[src/rtl/cp0_exc_unit_pkg.sv]
// cp0_exc_unit_pkg: CP0 register indices, bit positions, exception codes and
// packing helpers shared by the CP0 exception unit, its timer and the bench.
// Optional feature macro used elsewhere in this slice: CP0_TIMER_EN.
package cp0_exc_unit_pkg;

  // CP0 register indices (rd field of mfc0/mtc0)
  localparam logic [4:0] CP0_COUNT   = 5'd9;
  localparam logic [4:0] CP0_COMPARE = 5'd11;
  localparam logic [4:0] CP0_SR      = 5'd12;
  localparam logic [4:0] CP0_CAUSE   = 5'd13;
  localparam logic [4:0] CP0_EPC     = 5'd14;
  localparam logic [4:0] CP0_PRID    = 5'd15;

  // Bit positions inside SR and Cause
  localparam int SR_IE       = 0;
  localparam int SR_EXL      = 1;
  localparam int IM_LO       = 10;
  localparam int IP_LO       = 10;
  localparam int EXCCODE_LO  = 2;
  localparam int CAUSE_TI    = 30;
  localparam int CAUSE_BD    = 31;

  // Exception codes; an interrupt is recorded with code 0
  localparam logic [4:0] EXC_NONE = 5'd0;
  localparam logic [4:0] EXC_INT  = 5'd0;
  localparam logic [4:0] EXC_ADEL = 5'd4;
  localparam logic [4:0] EXC_ADES = 5'd5;
  localparam logic [4:0] EXC_RI   = 5'd10;
  localparam logic [4:0] EXC_OV   = 5'd12;

  // Assemble the architectural SR view from its stored fields
  function automatic logic [31:0] pack_sr(input logic [5:0] im, input logic exl, input logic ie);
    logic [31:0] v;
    v = 32'd0;
    v[IM_LO +: 6] = im;
    v[SR_EXL]     = exl;
    v[SR_IE]      = ie;
    return v;
  endfunction

  // Assemble the architectural Cause view from its stored fields
  function automatic logic [31:0] pack_cause(input logic bd, input logic ti,
                                             input logic [5:0] ip, input logic [4:0] exc);
    logic [31:0] v;
    v = 32'd0;
    v[CAUSE_BD]           = bd;
    v[CAUSE_TI]           = ti;
    v[IP_LO +: 6]         = ip;
    v[EXCCODE_LO +: 5]    = exc;
    return v;
  endfunction

endpackage

[src/rtl/cp0_exc_unit_if.sv]
// cp0_exc_unit_if: stage-M pipeline <-> CP0 signal bundle.
// master = pipeline side, slave = CP0 side. i_* flow into CP0, o_* flow out.
interface cp0_exc_unit_if #(
  parameter int NUM_IRQ = 6
);
  logic               i_we;
  logic [4:0]         i_addr;
  logic [31:0]        i_wdata;
  logic [31:0]        o_rdata;
  logic [31:0]        i_pc;
  logic               i_bd;
  logic [4:0]         i_excode;
  logic               i_eret;
  logic [NUM_IRQ-1:0] i_irq;
  logic               o_req;
  logic [31:0]        o_epc;

  modport master (
    output i_we, i_addr, i_wdata, i_pc, i_bd, i_excode, i_eret, i_irq,
    input  o_rdata, o_req, o_epc
  );

  modport slave (
    input  i_we, i_addr, i_wdata, i_pc, i_bd, i_excode, i_eret, i_irq,
    output o_rdata, o_req, o_epc
  );
endinterface

[src/rtl/cp0_exc_unit_timer.sv]
// cp0_timer: Count/Compare pair with sticky timer-interrupt flag.
// Instantiated by cp0_exc_unit only when CP0_TIMER_EN is defined.
module cp0_timer (
  input  logic        clk,
  input  logic        rst_n,
  input  logic        i_we_count,
  input  logic        i_we_compare,
  input  logic [31:0] i_wdata,
  output logic [31:0] o_count,
  output logic [31:0] o_compare,
  output logic        o_ti
);
  logic [31:0] r_count;
  logic [31:0] r_compare;
  logic        r_ti;
  logic        w_match;

  assign w_match = (r_count == r_compare);

  // Count free-runs (a write replaces it); Compare write clears TI, else a match latches TI
  always_ff @(posedge clk or negedge rst_n) begin
    if (!rst_n) begin
      r_count   <= 32'd0;
      r_compare <= 32'hFFFF_FFFF;
      r_ti      <= 1'b0;
    end else begin
      r_count <= i_we_count ? i_wdata : (r_count + 32'd1);
      if (i_we_compare) begin
        r_compare <= i_wdata;
        r_ti      <= 1'b0;
      end else if (w_match) begin
        r_ti <= 1'b1;
      end else begin
        r_ti <= r_ti;
      end
    end
  end

  // TI is visible in the very cycle Count reaches Compare, then held by r_ti
  assign o_ti      = r_ti | w_match;
  assign o_count   = r_count;
  assign o_compare = r_compare;
endmodule

[src/rtl/cp0_exc_unit.sv]
// cp0_exc_unit: stage-M coprocessor 0 holding SR/Cause/EPC/PRId, sampling
// NUM_IRQ level interrupt lines and raising a combinational flush request.
// Define CP0_TIMER_EN to add the Count/Compare timer (cp0_timer) whose TI
// flag is ORed into IP[15].
module cp0_exc_unit
  import cp0_exc_unit_pkg::*;
#(
  parameter int          NUM_IRQ = 6,
  parameter logic [31:0] PRID    = 32'h2021_0707
) (
  input logic            clk,
  input logic            rst_n,
  cp0_exc_unit_if.slave  bus
);
  logic [5:0]         r_im;
  logic               r_exl;
  logic               r_ie;
  logic               r_bd;
  logic [4:0]         r_exccode;
  logic [31:0]        r_epc;
  logic [NUM_IRQ-1:0] r_ip;

  logic [5:0]         w_ip;
  logic               w_ti;
  logic               w_int_req;
  logic               w_exc_req;
  logic               w_req;
  logic               w_wr_en;
  logic [31:0]        w_rdata;

`ifdef CP0_TIMER_EN
  logic [31:0] w_count;
  logic [31:0] w_compare;

  cp0_timer u_timer (
    .clk          (clk),
    .rst_n        (rst_n),
    .i_we_count   (w_wr_en && (bus.i_addr == CP0_COUNT)),
    .i_we_compare (w_wr_en && (bus.i_addr == CP0_COMPARE)),
    .i_wdata      (bus.i_wdata),
    .o_count      (w_count),
    .o_compare    (w_compare),
    .o_ti         (w_ti)
  );
`else
  assign w_ti = 1'b0;
`endif

  // Build the 6-bit IP field: implemented lines from the sampled irqs, TI folded into IP[15]
  always_comb begin
    w_ip = 6'd0;
    for (int i = 0; i < NUM_IRQ; i++) begin
      w_ip[i] = r_ip[i];
    end
    w_ip[5] = w_ip[5] | w_ti;
  end

  assign w_int_req = r_ie & (|(w_ip & r_im));
  assign w_exc_req = (bus.i_excode != EXC_NONE);
  assign w_req     = ~r_exl & (w_int_req | w_exc_req);
  // mtc0 is suppressed in the cycle an exception is taken
  assign w_wr_en   = bus.i_we & ~w_req;

  // Exception entry, eret and mtc0 updates of SR/Cause/EPC; IP samples irq every cycle
  always_ff @(posedge clk or negedge rst_n) begin
    if (!rst_n) begin
      r_im      <= 6'd0;
      r_exl     <= 1'b0;
      r_ie      <= 1'b0;
      r_bd      <= 1'b0;
      r_exccode <= 5'd0;
      r_epc     <= 32'd0;
      r_ip      <= '0;
    end else begin
      r_ip <= bus.i_irq;
      if (w_req) begin
        r_exl     <= 1'b1;
        r_bd      <= bus.i_bd;
        r_epc     <= bus.i_bd ? (bus.i_pc - 32'd4) : bus.i_pc;
        r_exccode <= w_int_req ? EXC_INT : bus.i_excode;
      end else begin
        if (bus.i_eret) begin
          r_exl <= 1'b0;
        end
        // an SR write in the same cycle as eret is applied after it, so it decides EXL
        if (w_wr_en && (bus.i_addr == CP0_SR)) begin
          r_im  <= bus.i_wdata[IM_LO +: 6];
          r_exl <= bus.i_wdata[SR_EXL];
          r_ie  <= bus.i_wdata[SR_IE];
        end
        if (w_wr_en && (bus.i_addr == CP0_EPC)) begin
          r_epc <= bus.i_wdata;
        end
      end
    end
  end

  // mfc0 read mux, combinational on addr; unlisted indices read zero
  always_comb begin
    w_rdata = 32'd0;
    case (bus.i_addr)
      CP0_SR:      w_rdata = pack_sr(r_im, r_exl, r_ie);
      CP0_CAUSE:   w_rdata = pack_cause(r_bd, w_ti, w_ip, r_exccode);
      CP0_EPC:     w_rdata = r_epc;
      CP0_PRID:    w_rdata = PRID;
`ifdef CP0_TIMER_EN
      CP0_COUNT:   w_rdata = w_count;
      CP0_COMPARE: w_rdata = w_compare;
`endif
      default:     w_rdata = 32'd0;
    endcase
  end

  assign bus.o_rdata = w_rdata;
  assign bus.o_req   = w_req;
  assign bus.o_epc   = r_epc;
endmodule

[src/flat_wrapper.sv]
// flat-port wrapper written by rule: the top's interface ports become plain ports
module cp0_exc_unit_flat import cp0_exc_unit_pkg::*;
#(
  parameter int          NUM_IRQ = 6,
  parameter logic [31:0] PRID    = 32'h2021_0707
)
  (clk, rst_n, bus_i_we, bus_i_addr, bus_i_wdata, bus_i_pc, bus_i_bd, bus_i_excode, bus_i_eret, bus_i_irq, bus_o_rdata, bus_o_req, bus_o_epc);
  cp0_exc_unit_if #(.NUM_IRQ(NUM_IRQ)) bus_i ();
  input logic clk;
  input logic rst_n;
  input wire logic [$bits(bus_i.i_we)-1:0] bus_i_we;
  input wire logic [$bits(bus_i.i_addr)-1:0] bus_i_addr;
  input wire logic [$bits(bus_i.i_wdata)-1:0] bus_i_wdata;
  input wire logic [$bits(bus_i.i_pc)-1:0] bus_i_pc;
  input wire logic [$bits(bus_i.i_bd)-1:0] bus_i_bd;
  input wire logic [$bits(bus_i.i_excode)-1:0] bus_i_excode;
  input wire logic [$bits(bus_i.i_eret)-1:0] bus_i_eret;
  input wire logic [$bits(bus_i.i_irq)-1:0] bus_i_irq;
  output wire logic [$bits(bus_i.o_rdata)-1:0] bus_o_rdata;
  output wire logic [$bits(bus_i.o_req)-1:0] bus_o_req;
  output wire logic [$bits(bus_i.o_epc)-1:0] bus_o_epc;
  assign bus_i.i_we = bus_i_we;
  assign bus_i.i_addr = bus_i_addr;
  assign bus_i.i_wdata = bus_i_wdata;
  assign bus_i.i_pc = bus_i_pc;
  assign bus_i.i_bd = bus_i_bd;
  assign bus_i.i_excode = bus_i_excode;
  assign bus_i.i_eret = bus_i_eret;
  assign bus_i.i_irq = bus_i_irq;
  assign bus_o_rdata = bus_i.o_rdata;
  assign bus_o_req = bus_i.o_req;
  assign bus_o_epc = bus_i.o_epc;
  cp0_exc_unit #(.NUM_IRQ(NUM_IRQ), .PRID(PRID)) u_core (.clk(clk), .rst_n(rst_n), .bus(bus_i));
endmodule
[config.mk]
export PLATFORM = sky130hd
export DESIGN_NAME = cp0_exc_unit_flat
export DESIGN_NICKNAME = d
export VERILOG_FILES = /design/src/rtl/cp0_exc_unit_pkg.sv /design/src/rtl/cp0_exc_unit_if.sv /design/src/rtl/cp0_exc_unit_timer.sv /design/src/rtl/cp0_exc_unit.sv /design/src/flat_wrapper.sv
export SDC_FILE = /design/constraint.sdc
export NUM_CORES = 1
export LEC_CHECK = 0
export ABC_AREA = 1
export BUFFER_PORTS_ARGS = -buffer_cell sky130_fd_sc_hd__buf_2
export CAP_MARGIN = 20
export CORE_ASPECT_RATIO = 2
export CORE_MARGIN = 2
export CORE_UTILIZATION = 45
export CTS_CLUSTER_SIZE = 12
export DETAILED_ROUTE_END_ITERATION = 12
export PLACE_DENSITY = 0.8
export SKIP_CTS_REPAIR_TIMING = 1
export SLEW_MARGIN = 20
export SYNTH_ARGS = -nofsm -noshare
export SYNTH_HDL_FRONTEND = slang
export SYNTH_SLANG_ARGS = --single-unit
[constraint.sdc]
create_clock -name clk -period 1.45 [get_ports clk]
set_input_delay 0.29 -clock clk [delete_from_list [all_inputs] [get_ports clk]]
set_output_delay 0.29 -clock clk [all_outputs]
set_load 0.005 [all_outputs]
==> results.cfg <==
[power]
power.switching_uw = 3320
p_int_uw = 4740
power_frac_comb = 0.502
p_clk_frac = 0.176
irDropWorstVdd_v = 0.000687
switching_share = 0.412
p_seq_frac = 0.322
leakage_uw = 0.00318
p_per_area_nw_per_um2 = 1410

[drt]
firstDrtPassIters = 5
drtIter0Drc = 358
dr_total_vias = 4682
drtAntennaViolNets = 0
routedWlPerCell_um = 15.7
drc = 0
routed_via_density = 5.12
wl_mm = 14.3

[cts]
cts-buffers-inserted = 5
clockBufferDepth = 2
cts_tree = done
clock_sinks = 52
cts_max_level = 2
worstSkewPairLatency_ns = 0.30
cts_root_buf = clkbuf_16
clk_pin_slew_ns = 0.07

[timing]
skew_ns = 0.00568
rsz0062_at_grt = true
setup_viol = 45
fin_crit_sh = 1.22
hold_viol_final = 0
tns_ns = -6.40
finalMaxSlewViolations = 0
setup_slack_ns = -0.318
slew_headroom = 0.703
fin_crit_ns = 1.77
max_freq_ghz = 0.566
worst_pin_slew_ns = 0.446

[global_routing]
grt.total_usage = 0.304
antenna_found_initial = 1
first_global_vias = 4528
grt_overflow = 0
grt_pass1_wl_mm = 20.9
grt_max_degree = 37

[synthesis]
synth_edf_count = 0
syn-cell-area_um2 = 3760
syn_avg_cell_area_um2 = 6.49
ys_ff_latch = 52
synth_top_area_frac = 0.346
synth_common_cells = nand2_1, inv_1, nor2_1, dfrtp_1, nand3_1
ys_async_sr_fraction = 1.00
yosysWarnings = 0
synth_top_area_cell = dfrtp_1
yosysUniqueCellTypes = 35
synth_flop_cell = dfrtp_1
synthesis.nets = 665
netlist_instances = 579
synth_area_leaders = dfrtp_1, nand2_1, inv_1
yosysSeqAreaShare = 0.346
yosysMostFrequentCell = nand2_1

[die]
rows = 47
coreArea_um2 = 8170
start_util = 0.460
pin_count = 150
dieArea_um2 = 9150
die_w_um = 68.6
die_y_um = 133

[job]
maxCapViolations = 0

[run_status]
violations = setup timing
status = finished with violations

[finish]
final_util = 0.698
drive_above_1_share = 0.406
fin_area_um2 = 5700
area_growth_pct = 51.7
final_net_count = 900
fillers = 668

[hold_path]
hold_path_class = in -> reg
hp-start = bus_i_irq[5]
whs_path_depth = 1
min_to = u_core.r_ip[5]$_DFF_PN0_

[place]
dpl_cell_area_um2 = 5180
port_buffers = 149
dp_slack_ns = -0.181
dp_hpwl_mm = 10.8
place.gp.congestion = 0.922

[setup_path]
rrSetupSlack_ns = -0.24
reg2regPathDepth = 14
cpMaxStageDelayCell = dfrtp_1
endpoint_kind = output pin
startpoint_type = flop
crit_path_max_incr_delay_ns = 0.39
required_ns = 1.16
crit_type = reg -> out
r2r-end = u_core.bus.o_epc[12]$_DFFE_PN0P_
cp_cell_sequence = nand2_1 -> nand2_1 -> nor2_2 -> nand2_2 -> nand2_4 -> nand2_4 -> nand2_8 -> inv_8 -> buf_2
reg2reg_from = u_core.r_ip[4]$_DFF_PN0_
worstPathMaxFanout = 10
crit_arrival_ns = 1.48
[registers in the layout, indices dropped and copies added, names as in the netlist]
register          count
u_core.r_im           6
u_core.r_ip           6
u_core.r_exl          1
u_core.r_exccode      5
u_core.bus.o_epc     32
u_core.r_ie           1
u_core.r_bd           1
[area by class of cell]
| class | instances | area [um2] | area share |
|---|---|---|---|
| Timing Repair Buffer | 240 | 1550 | 0.271 |
| Timing Repair inverter | 1 | 11.3 | 0.00197 |
| Antenna cell | 1 | 2.50 | 0.000439 |
| Clock buffer | 5 | 125 | 0.0219 |
| Tap cell | 98 | 123 | 0.0215 |
| Inverter | 78 | 329 | 0.0577 |
| Sequential cell | 52 | 1300 | 0.228 |
| Multi-Input combinational cell | 436 | 2220 | 0.389 |
| Clock inverter | 3 | 46.3 | 0.00812 |
[critical path, delay by kind of cell (launching register included)]
family,cells,cell delay (ns)
flip-flops,1,0.39
AND/OR/NAND/NOR,7,0.59
buffers and inverters,2,0.19
[per-layer routing]
metal	track usage	wire length, um
met2	0.571	8160
met5	0	0
met3	0.0329	657
met4	0.159	695
met1	0.306	4810
[stage by stage]
| stage | total power (uW) | hold WS, ns | instances |
|---|---|---|---|
| after floorplan | 4370 | -0.00559 | 579 |
| after global placement | 5990 | 0.245 | 888 |
| after detailed placement | 6120 | 0.249 | 888 |
| after CTS | 7550 | -0.0734 | 896 |
| after global routing | 8610 | 0.0873 | 914 |
| final | 8050 | 0.0862 | 914 |
[worst max path at each step]
| stage | startpoint | to |
|---|---|---|
| 2_1_floorplan | u_core.r_im[3]$_DFFE_PN0P_ | bus_o_req |
| 3_3_place_gp | bus_i_pc[2] | u_core.bus.o_epc[26]$_DFFE_PN0P_ |
| 3_5_place_dp | bus_i_pc[3] | u_core.bus.o_epc[30]$_DFFE_PN0P_ |
| 4_1_cts | u_core.r_im[4]$_DFFE_PN0P_ | bus_o_req |
| 5_1_grt | u_core.r_ip[4]$_DFF_PN0_ | bus_o_req |
| 6_report | u_core.r_ip[4]$_DFF_PN0_ | bus_o_req |
[kinds of logic after synthesis]
| family | synth area share |
|---|---|
| compound gates | 0.0862 |
| xor+xnor | 0.0303 |
| fa+ha+maj | 0.00333 |
| simple gates | 0.423 |
| buf+inv | 0.111 |
| flops | 0.346 |
[power groups by stage]
stage / logic, uW / clock network [uW] / registers [uW]
CTS: 3620 / 1400 / 2520
finish: 4050 / 1420 / 2590
global route: 4490 / 1460 / 2660
detailed placement: 3580 / 0 / 2540
global placement: 3460 / 0 / 2530
floorplan: 1860 / 0 / 2520
[cells in the final DEF, fill, tap and decap left out, types with 2 or more instances in the layout]
cell,Yosys,final
nand2_1,212,194
buf_2,4,147
buf_4,3,78
inv_1,70,66
nor2_1,62,58
dfrtp_1,52,52
nand3_1,40,35
nand2_2,15,30
o21ai_1,22,24
o21ai_0,33,24
xor2_1,13,13
nor2_2,7,9
nand2_4,5,7
o21ai_2,0,7
nand4_1,7,7
buf_6,4,7
inv_2,3,6
nor2_4,4,6
nand3_2,1,6
buf_12,0,6
clkbuf_16,0,5
inv_8,0,3
o211ai_1,3,3
clkinvlp_4,0,2
nand2_8,1,2
a21oi_1,2,2
inv_4,2,2
nand3_4,1,2
Note: power is estimated with default switching activity, not from simulation.
